### src/rtl/accel_pkg.sv
// Shared accelerator definitions for the instruction fetch path.
// Contents:
//   - opcode field width and opcode encodings
//   - instruction word field widths and the derived InstructionSize
//   - fetch FSM state encoding
//   - a saturating 16-bit increment helper for the fetch counter
package accel_pkg;

    localparam int OpcodeWidth   = 3;
    localparam int DramAddrWidth = 8;
    localparam int UbAddrWidth   = 10;
    localparam int ColWidth      = 4;
    localparam int RowWidth      = 4;

    // {opcode, dram addr, ub addr, col, row}
    localparam int InstructionSize =
        OpcodeWidth + DramAddrWidth + UbAddrWidth + ColWidth + RowWidth;

    typedef enum logic [OpcodeWidth-1:0] {
        NOP      = 3'b000,
        MVIN     = 3'b001,
        MVOUT    = 3'b010,
        QUANTIZE = 3'b011,
        HALT     = 3'b111
    } opcode_t;

    // State literals carry an ST_ prefix so they cannot collide with the
    // HALT opcode literal in this package's namespace.
    typedef enum logic [1:0] {
        ST_IDLE  = 2'd0,
        ST_FETCH = 2'd1,
        ST_VALID = 2'd2,
        ST_HALT  = 2'd3
    } fetch_state_t;

    function automatic logic [15:0] sat_inc16(input logic [15:0] v);
        return (v == 16'hFFFF) ? v : v + 16'd1;
    endfunction

endpackage

### src/rtl/instruction_fetch_if.sv
// Bus between the host/Control_Unit side and the instruction fetch block.
// Signals:
//   EN           run enable (0 = load mode, 1 = fetch mode)
//   load_en      host write strobe
//   load_addr    host write address
//   load_data    host write data
//   pc           program counter from Control_Unit
//   instruction  fetched instruction
//   instr_valid  instruction corresponds to the current pc
//   halted       HALT opcode reached
//   pc_fault     pc beyond instruction memory depth
//   fetch_count  saturating count of issued instructions
// Modports: master = host/Control_Unit side, slave = fetch block.
interface instruction_fetch_if #(
    parameter int INSTR_WIDTH   = 29,
    parameter int IM_ADDR_WIDTH = 32,
    parameter int IM_DEPTH_LOG2 = 6
) ();

    logic                     EN;
    logic                     load_en;
    logic [IM_DEPTH_LOG2-1:0] load_addr;
    logic [INSTR_WIDTH-1:0]   load_data;
    logic [IM_ADDR_WIDTH-1:0] pc;
    logic [INSTR_WIDTH-1:0]   instruction;
    logic                     instr_valid;
    logic                     halted;
    logic                     pc_fault;
    logic [15:0]              fetch_count;

    modport master (
        output EN, load_en, load_addr, load_data, pc,
        input  instruction, instr_valid, halted, pc_fault, fetch_count
    );

    modport slave (
        input  EN, load_en, load_addr, load_data, pc,
        output instruction, instr_valid, halted, pc_fault, fetch_count
    );

endinterface

### src/rtl/instruction_memory.sv
// Simple dual-port instruction RAM: one synchronous write port and one
// synchronous read port with 1-cycle latency. No reset; contents persist
// across block resets.
// Ports:
//   clk        clock, rising edge
//   wr_en_i    write strobe
//   wr_addr_i  write address
//   wr_data_i  write data
//   rd_en_i    read strobe; read data only updates when asserted
//   rd_addr_i  read address
//   rd_data_o  registered read data
module instruction_memory #(
    parameter int INSTR_WIDTH   = 29,
    parameter int IM_DEPTH_LOG2 = 6
) (
    input  logic                     clk,
    input  logic                     wr_en_i,
    input  logic [IM_DEPTH_LOG2-1:0] wr_addr_i,
    input  logic [INSTR_WIDTH-1:0]   wr_data_i,
    input  logic                     rd_en_i,
    input  logic [IM_DEPTH_LOG2-1:0] rd_addr_i,
    output logic [INSTR_WIDTH-1:0]   rd_data_o
);

    localparam int Depth = 1 << IM_DEPTH_LOG2;

    logic [INSTR_WIDTH-1:0] mem_q [Depth];
    logic [INSTR_WIDTH-1:0] rd_data_q;

    always_ff @(posedge clk) begin
        if (wr_en_i) begin
            mem_q[wr_addr_i] <= wr_data_i;
        end
    end

    always_ff @(posedge clk) begin
        if (rd_en_i) begin
            rd_data_q <= mem_q[rd_addr_i];
        end
    end

    assign rd_data_o = rd_data_q;

endmodule

### src/rtl/instruction_fetch.sv
// Instruction fetch responder for Control_Unit. Holds a host-loadable
// instruction memory; while EN=1 it fetches the word at pc and qualifies
// it with instr_valid, re-fetching whenever pc changes.
// Ports:
//   CLK       clock, rising edge
//   SYNC_RST  synchronous active-high reset (memory contents untouched)
//   bus       instruction_fetch_if slave modport (EN, load, pc, outputs)
module instruction_fetch
    import accel_pkg::*;
#(
    parameter int INSTR_WIDTH   = 29,
    parameter int IM_ADDR_WIDTH = 32,
    parameter int IM_DEPTH_LOG2 = 6
) (
    input  logic                CLK,
    input  logic                SYNC_RST,
    instruction_fetch_if.slave  bus
);

    fetch_state_t             state_q, state_d;
    logic [INSTR_WIDTH-1:0]   instr_q, instr_d;
    logic                     valid_q, valid_d;
    logic                     halted_q, halted_d;
    logic                     fault_q, fault_d;
    logic [15:0]              count_q, count_d;
    logic [IM_ADDR_WIDTH-1:0] pc_last_q, pc_last_d;

    logic                     mem_we;
    logic                     mem_re;
    logic [INSTR_WIDTH-1:0]   mem_rdata;
    logic                     pc_in_range;
    opcode_t                  rd_opcode;

    // Range check on the full pc width: any set bit above the memory
    // index is a fault, never a silent wrap onto a low address.
    assign pc_in_range = (bus.pc >> IM_DEPTH_LOG2) == '0;
    assign rd_opcode   = opcode_t'(mem_rdata[INSTR_WIDTH-1 -: OpcodeWidth]);

    instruction_memory #(
        .INSTR_WIDTH   (INSTR_WIDTH),
        .IM_DEPTH_LOG2 (IM_DEPTH_LOG2)
    ) u_mem (
        .clk       (CLK),
        .wr_en_i   (mem_we),
        .wr_addr_i (bus.load_addr),
        .wr_data_i (bus.load_data),
        .rd_en_i   (mem_re),
        .rd_addr_i (bus.pc[IM_DEPTH_LOG2-1:0]),
        .rd_data_o (mem_rdata)
    );

    always_ff @(posedge CLK) begin
        if (SYNC_RST) begin
            state_q   <= ST_IDLE;
            instr_q   <= '0;
            valid_q   <= 1'b0;
            halted_q  <= 1'b0;
            fault_q   <= 1'b0;
            count_q   <= '0;
            pc_last_q <= '0;
        end else begin
            state_q   <= state_d;
            instr_q   <= instr_d;
            valid_q   <= valid_d;
            halted_q  <= halted_d;
            fault_q   <= fault_d;
            count_q   <= count_d;
            pc_last_q <= pc_last_d;
        end
    end

    always_comb begin
        state_d   = state_q;
        instr_d   = instr_q;
        valid_d   = valid_q;
        halted_d  = halted_q;
        fault_d   = fault_q;
        count_d   = count_q;
        pc_last_d = pc_last_q;
        mem_we    = 1'b0;
        mem_re    = 1'b0;

        case (state_q)
            ST_IDLE: begin
                valid_d = 1'b0;
                if (!bus.EN) begin
                    // Memory is writable only here, so fetch mode never
                    // sees a word change underneath it.
                    mem_we = bus.load_en;
                end else if (!pc_in_range) begin
                    fault_d = 1'b1;
                    state_d = ST_HALT;
                end else begin
                    mem_re    = 1'b1;
                    pc_last_d = bus.pc;
                    state_d   = ST_FETCH;
                end
            end

            ST_FETCH: begin
                if (!bus.EN) begin
                    // In-flight read is discarded; instruction keeps its
                    // old value but is no longer qualified.
                    valid_d = 1'b0;
                    state_d = ST_IDLE;
                end else begin
                    // The captured word belongs to pc_last even if pc has
                    // already moved; VALID will notice and re-fetch.
                    instr_d = mem_rdata;
                    if (rd_opcode == HALT) begin
                        valid_d  = 1'b0;
                        halted_d = 1'b1;
                        state_d  = ST_HALT;
                    end else begin
                        valid_d = 1'b1;
                        count_d = sat_inc16(count_q);
                        state_d = ST_VALID;
                    end
                end
            end

            ST_VALID: begin
                if (!bus.EN) begin
                    valid_d = 1'b0;
                    state_d = ST_IDLE;
                end else if (bus.pc != pc_last_q) begin
                    valid_d = 1'b0;
                    if (!pc_in_range) begin
                        fault_d = 1'b1;
                        state_d = ST_HALT;
                    end else begin
                        mem_re    = 1'b1;
                        pc_last_d = bus.pc;
                        state_d   = ST_FETCH;
                    end
                end
            end

            ST_HALT: begin
                valid_d = 1'b0;
                if (!bus.EN) begin
                    halted_d = 1'b0;
                    fault_d  = 1'b0;
                    state_d  = ST_IDLE;
                end
            end

            default: begin
                valid_d = 1'b0;
                state_d = ST_IDLE;
            end
        endcase
    end

    assign bus.instruction = instr_q;
    assign bus.instr_valid = valid_q;
    assign bus.halted      = halted_q;
    assign bus.pc_fault    = fault_q;
    assign bus.fetch_count = count_q;

endmodule

### src/flat_wrapper.sv
// flat-port wrapper written by rule: the top's interface ports become plain ports
module instruction_fetch_flat import accel_pkg::*;
#(
    parameter int INSTR_WIDTH   = 29,
    parameter int IM_ADDR_WIDTH = 32,
    parameter int IM_DEPTH_LOG2 = 6
)
  (CLK, SYNC_RST, bus_EN, bus_load_en, bus_load_addr, bus_load_data, bus_pc, bus_instruction, bus_instr_valid, bus_halted, bus_pc_fault, bus_fetch_count);
  instruction_fetch_if #(.INSTR_WIDTH(INSTR_WIDTH), .IM_ADDR_WIDTH(IM_ADDR_WIDTH), .IM_DEPTH_LOG2(IM_DEPTH_LOG2)) bus_i ();
  input  logic CLK;
  input  logic SYNC_RST;
  input wire logic [$bits(bus_i.EN)-1:0] bus_EN;
  input wire logic [$bits(bus_i.load_en)-1:0] bus_load_en;
  input wire logic [$bits(bus_i.load_addr)-1:0] bus_load_addr;
  input wire logic [$bits(bus_i.load_data)-1:0] bus_load_data;
  input wire logic [$bits(bus_i.pc)-1:0] bus_pc;
  output wire logic [$bits(bus_i.instruction)-1:0] bus_instruction;
  output wire logic [$bits(bus_i.instr_valid)-1:0] bus_instr_valid;
  output wire logic [$bits(bus_i.halted)-1:0] bus_halted;
  output wire logic [$bits(bus_i.pc_fault)-1:0] bus_pc_fault;
  output wire logic [$bits(bus_i.fetch_count)-1:0] bus_fetch_count;
  assign bus_i.EN = bus_EN;
  assign bus_i.load_en = bus_load_en;
  assign bus_i.load_addr = bus_load_addr;
  assign bus_i.load_data = bus_load_data;
  assign bus_i.pc = bus_pc;
  assign bus_instruction = bus_i.instruction;
  assign bus_instr_valid = bus_i.instr_valid;
  assign bus_halted = bus_i.halted;
  assign bus_pc_fault = bus_i.pc_fault;
  assign bus_fetch_count = bus_i.fetch_count;
  instruction_fetch #(.INSTR_WIDTH(INSTR_WIDTH), .IM_ADDR_WIDTH(IM_ADDR_WIDTH), .IM_DEPTH_LOG2(IM_DEPTH_LOG2)) u_core (.CLK(CLK), .SYNC_RST(SYNC_RST), .bus(bus_i));
endmodule
### config.mk
export PLATFORM = sky130hd
export DESIGN_NAME = instruction_fetch_flat
export DESIGN_NICKNAME = d
export VERILOG_FILES = /design/src/rtl/accel_pkg.sv /design/src/rtl/instruction_fetch_if.sv /design/src/rtl/instruction_memory.sv /design/src/rtl/instruction_fetch.sv /design/src/flat_wrapper.sv
export SDC_FILE = /design/constraint.sdc
export NUM_CORES = 2
export LEC_CHECK = 0
export CAP_MARGIN = 40
export CORE_MARGIN = 1
export CORE_UTILIZATION = 61
export DETAILED_ROUTE_END_ITERATION = 6
export PLACE_DENSITY = 0.79
export SKIP_CTS_REPAIR_TIMING = 1
export SLEW_MARGIN = 20
export SYNTH_ARGS = -nofsm -noshare
export SYNTH_HDL_FRONTEND = slang
export SYNTH_HIERARCHICAL = 1
export SYNTH_SLANG_ARGS = --single-unit
export TNS_END_PERCENT = 10
### constraint.sdc
create_clock -name CLK -period 5.37 [get_ports CLK]
set_input_delay 1.611 -clock CLK [delete_from_list [all_inputs] [get_ports CLK]]
set_output_delay 1.611 -clock CLK [all_outputs]
set_load 0.01 [all_outputs]
-- After elaboration in Yosys (flattened, before gate mapping)
Memory sizes are Yosys's and may differ from the RTL's. A register that Yosys moved wholly into a read port is not among the register bits.
Index checks and enable logic that the tools add are counted.
- add/subtract/negate cells: 1
- bitwise logic cells: 2
- equal/unequal tests: 13
- muxes and demuxes: 36
- reductions and logical operators: 12
- operators with widths (operator ; number):
    $mux 32 ; 4
    $pmux 32 s2 ; 1
    $logic_not 32->1 ; 1
    $ne 32x32->1 ; 1
    $mux 1 ; 20
    $add 16x1->16 const B ; 1
    $eq 16x16->1 const B ; 1
    $mux 2 ; 6
    $reduce_and 4->1 ; 3
    $ne 2x2->1 const B ; 4
    $pmux 2 s4 ; 1
    $pmux 1 s3 ; 2
    $reduce_and 5->1 ; 1
    $eq 2x2->1 const B ; 2
    $ne 2x1->1 const B ; 2
    $pmux 1 s2 ; 2
    $reduce_bool 2->1 ; 2
    $eq 3x3->1 const B ; 1
    $ne 3x2->1 const B ; 1
    $reduce_and 3->1 ; 1
    $reduce_bool 3->1 ; 1
    $eq 2x1->1 const B ; 1
    $logic_not 2->1 ; 1
    $not 1->1 ; 2
    other kinds (2) ; 2
- input bits: 71
- memories: 1
- word-level logic and storage cells: 72
- output and inout port bits: 48
- register bits after elaboration: 82
- RAM bits: 1856
- memory list (name ; depth ; bits a word ; rd ports ; clocked after memory_dff ; write ports ; line ; RTL):
    u_core.u_mem.mem_q ; 64 ; 29 ; 1 ; 1 ; 1 ; instruction_memory.sv:27 ; logic [INSTR_WIDTH-1:0] mem_q [Depth];

-- Depth between registers and ports, before layout
- depth after elaboration: 5
- mapped depth: 10
- depth with buffers taken out: 7

-- Hierarchy
Netlist, hierarchy kept.
- by module, submodules not included (module ; cells an instance ; area each (µm²) ; times used):
    instruction_memory ; 3407 ; 72908.7 ; 1
    instruction_fetch ; 370 ; 3300.7 ; 1

-- Least setup slack after synthesis
No wires, ideal clock.
- path type: input -> register
- start point: in bus_EN
- end point: mem u_core.u_mem.mem_q[48][0] (enable)
- path slack: 329 ps
- stages: 4
- data arrival time: 4590 ps
- cell sequence: nor4b_1 nor2b_1 nand4b_1 nor3_1
- cells in the longest elaborated chain, start to end: 4
- ends and longest elaborated chain (element ; line ; RTL):
    from (decl) ; flat_wrapper.sv:12 ; input wire logic [$bits(bus_i.EN)-1:0] bus_EN;
    $mux 1 ; instruction_fetch.sv:86 ; if (!bus.EN) begin
    $mux 1 ; instruction_fetch.sv:83 ; case (state_q)
    $mux 1 ; instruction_memory.sv:31 ; if (wr_en_i) begin
    $mux 1 (not written as such) ; instruction_memory.sv:32 ; mem_q[wr_addr_i] <= wr_data_i;
    to (decl) ; instruction_memory.sv:27 ;
No other way between the ends.

-- Worst setup path after layout
- start point: in bus_pc[2]
- end point: reg u_core.u_mem.rd_data_q[9] (netlist: u_core/u_mem/rd_data_o[9]) (read register of u_core.u_mem.mem_q) (data pin)
- cells in the longest elaborated chain, start to end: 4
- ends and longest elaborated chain (element ; line ; RTL):
    from (decl) ; flat_wrapper.sv:16 ; input wire logic [$bits(bus_i.pc)-1:0] bus_pc;
    $ne 32x32->1 ; instruction_fetch.sv:126 ; end else if (bus.pc != pc_last_q) begin
    $mux 1 ; instruction_fetch.sv:126 ;
    $mux 1 ; instruction_fetch.sv:123 ; if (!bus.EN) begin
    $pmux 1 s2 ; instruction_fetch.sv:83 ;
    to (decl) ; instruction_memory.sv:28 ; logic [INSTR_WIDTH-1:0] rd_data_q;
Several ways; a longest one is shown, not always the timed one.
A chain may end at the register's enable or synchronous reset.

==> key figures <==
Outcome
  – Status: complete, but fails checks
  – Failing checks: design-rule violations

Setup path
  – Critical path's largest stage delay: 540 ps
  – CP max stage cell: o41ai_1
  – R2r worst-path depth: 6
  – CP Launch Type: input pin
  – CP required: 6030 ps
  – Worst-path maximum fanout: 68
  – CP Capture Type: flop
  – CP arrival: 4610 ps
  – Crit path cell chain: buf_8 > buf_12 > nand3b_1 > o22ai_1 > o41ai_1 > buf_4 > nand3_1 > o21ai_0
  – Setup CP Type: input pin to flop

Drt
  – Vias per cell: 6.783
  – WL final: 194.1 mm
  – DRC: 89
  – Vias: 39845
  – Post-route ant nets: 0
  – Drt wl/cell: 33.04 µm
  – 1st-iter DRT viols: 6295
  – TritonRoute pass-1 iters: 7

STA
  – Worst setup margin: 1418 ps
  – Fin crit period: 3952 ps
  – Max Fclk: 253.1 MHz
  – Skew final: 39.77 ps
  – Setup TNS Final: 0 ps
  – Finish-stage setup viols: 0
  – RSZ-0062 raised after global routing: false
  – Part of the cycle the worst path needs: 73.59%
  – Slew @ Worst Pin: 957.9 ps
  – Slew HR: 35.46%
  – Endpoints failing hold: 0
  – Fin. max-slew vios: 0

Yosys
  – Complex-gate fraction of the synthesized area: 4.021%
  – Synthesized netlist net count: 3849
  – Most numerous cell in the Yosys netlist: edfxtp_1
  – Async set or reset register ratio after synthesis: 0%
  – Dominant cell type by area after synthesis: edfxtp_1
  – Mux cell area share after synthesis: 14.67%
  – Yosys top cell area share: 74.27%
  – Average size of a mapped cell: 20.18 µm²
  – Top cells by area, synth: edfxtp_1 74%, mux4_2 8.6%, mux2i_1 5.0%, dfxtp_1 2.2%, a22oi_1 1.6%
  – Post-synth EDFFs: 1885
  – Seq cells post-synth: 1967
  – Synth warn: 6
  – Sequential share of the synthesized area: 76.43%
  – Yosys cell types: 61
  – Adder-Cell Fraction of Synth Area: 0.01642%
  – Largest family of logic cells by synthesized area: multiplexers
  – Top FF cell, synth: edfxtp_1
  – Simple-gate share of the synthesized area: 2.533%
  – Xor/xnor share of the synthesized area: 0.4942%
  – Cells after Synth: 3777
  – Mapped cell area: 76210 µm²
  – Most common library cells after synthesis: 1885 x edfxtp_1, 381 x mux2i_1, 291 x mux4_2, 161 x a22oi_1, 105 x nor2_1

Clock tree
  – H-tree depth: 4
  – Clock Latency Late Sink: 830 ps
  – Clk buf depth: 3
  – Root buf cell: clkbuf_16
  – Clock sink total: 1967
  – Reg clk slew, reported paths: 60 ps
  – Total CTS buffers: 185
  – Clock tree from TritonCTS: yes

GRT
  – All-Layer GR Usage: 30.97%
  – Initial antenna violation count: 6
  – Total gr overflow: 0
  – First-pass GRT wire length: 276.7 mm
  – Vias in the first global route: 39079
  – Largest net degree at the start of global routing: 109

Die
  – Rows: 129
  – Die width: 355.5 µm
  – Core Region: 123800 µm²
  – Die Span Y: 355.5 µm
  – Die area: 126400 µm²
  – Starting Density: 61.56%
  – Num ports: 119

Placed design
  – Placed insts: 5521
  – Detailed Place HPWL: 116.6 mm
  – Global placer's final weighted congestion: 0.9821
  – Post-place setup slack: 869.6 ps
  – IO Port Bufs: 118

Hold path
  – Hold Path Class: flop to flop
  – Hold-critical path depth: 2

Cells and area
  – Post-Layout Cell Count: 5874
  – Fillers: 7131
  – Share of cells above drive strength 1: 22.11%
  – Fin nets: 4150
  – Layout area overhead: 13.98%
  – Final Util: 70.17%

Pwr
  – Total power: 0.03127 W
  – Maximum VDD drop: 347.5 µV
  – Cell Pwr Density: 360.0 nW/µm²
  – Leakage: 28.18 nW

Job
  – # Max-Cap Violations: 0
==> cell usage in the layout (no fill, tap or decap), types with 42 or more instances in the layout <==
master,n
edfxtp_1,1885
mux4_2,291
nor2_1,42
clkbuf_1,53
a22oi_1,161
buf_12,74
dfxtp_1,82
nand2_1,84
clkbuf_16,186
clkdlybuf4s50_1,83
mux2i_1,381
mux2_2,51
a21oi_1,93
buf_4,129
==> routing by layer <==
layer	up-vias	share of wire (%)	GRT usage (%)
li1	16165	-	-
met4	6	5.3	14.91
met3	476	12	7.708
met5	-	0.024	0
met2	2841	47	47.18
met1	20357	36	42.45
==> flip-flops by register name (all words and copies together), names as in the netlist <==
name,flops
u_core/bus.instruction,29
u_core/u_mem/rd_data_o,29
u_core/bus.halted,1
u_core/pc_last_q,32
u_core/u_mem/mem_q,1856
u_core/bus.fetch_count,16
u_core/bus.pc_fault,1
u_core/state_q,2
u_core/bus.instr_valid,1
==> logic make-up (layout without fill, tap and decap cells) <==
| family | Yosys count | count (layout) |
|---|---|---|
| xor+xnor | 43 | 43 |
| fa+ha+maj | 1 | 1 |
| simple gates | 373 | 373 |
| compound gates | 446 | 446 |
| buf+inv | 215 | 671 |
| flops | 1967 | 1967 |
| other cells | 0 | 4 |
| mux | 732 | 732 |
==> path summary, 6_finish.rpt <==
kind | start | endpoint | slack (ps)
worst max-delay path | bus_pc[2] | u_core/u_mem/rd_data_o[9]$_DFFE_PP_ | 1420
worst min-delay path | u_core/bus.instruction[16]$_SDFFE_PP0P_ | u_core/bus.instruction[16]$_SDFFE_PP0P_ | 450
worst max register to register | u_core/state_q[0]$_SDFFE_PP0P_ | u_core/u_mem/mem_q[49][3]$_DFFE_PP_ | 2510
worst min register to register | u_core/bus.instruction[16]$_SDFFE_PP0P_ | u_core/bus.instruction[16]$_SDFFE_PP0P_ | 450
==> layout make-up <==
| class | instances | area (µm²) | area share, % |
|---|---|---|---|
| Multi-Input combinational cell | 1595 | 16970 | 19.53 |
| Tap cell | 1637 | 2048 | 2.358 |
| Clock inverter | 95 | 964.7 | 1.111 |
| Sequential cell | 1967 | 58250 | 67.05 |
| Clock buffer | 247 | 4964 | 5.714 |
| Antenna cell | 4 | 10.01 | 0.01152 |
| Inverter | 3 | 11.26 | 0.01296 |
| Timing Repair Buffer | 326 | 3652 | 4.205 |
==> metrics by stage <==
| step | area, µm² | hold WS, ps |
|---|---|---|
| final | 86860 | 454.4 |
| after global routing | 86850 | 471.9 |
| after CTS | 86700 | 456.2 |
| after detailed placement | 80770 | 447.3 |
| after global placement | 80660 | 440.3 |
| after floorplan | 76210 | 450.4 |
==> worst max-delay path, delay by kind of cell <==
| kind | cells | cell delay [ps] |
|---|---|---|
| buffers and inverters | 3 | 1080 |
| AOI/OAI and AO/OA | 3 | 970 |
| and+or+nand+nor | 2 | 720 |
==> where the power goes <==
part | internal [W] | switching, W | total (W)
registers | 0.0168 | 0.0000117 | 0.0168
logic | 0.000562 | 0.00109 | 0.00166
clock network | 0.00712 | 0.00565 | 0.0128
(Power assumes the default switching activity.)
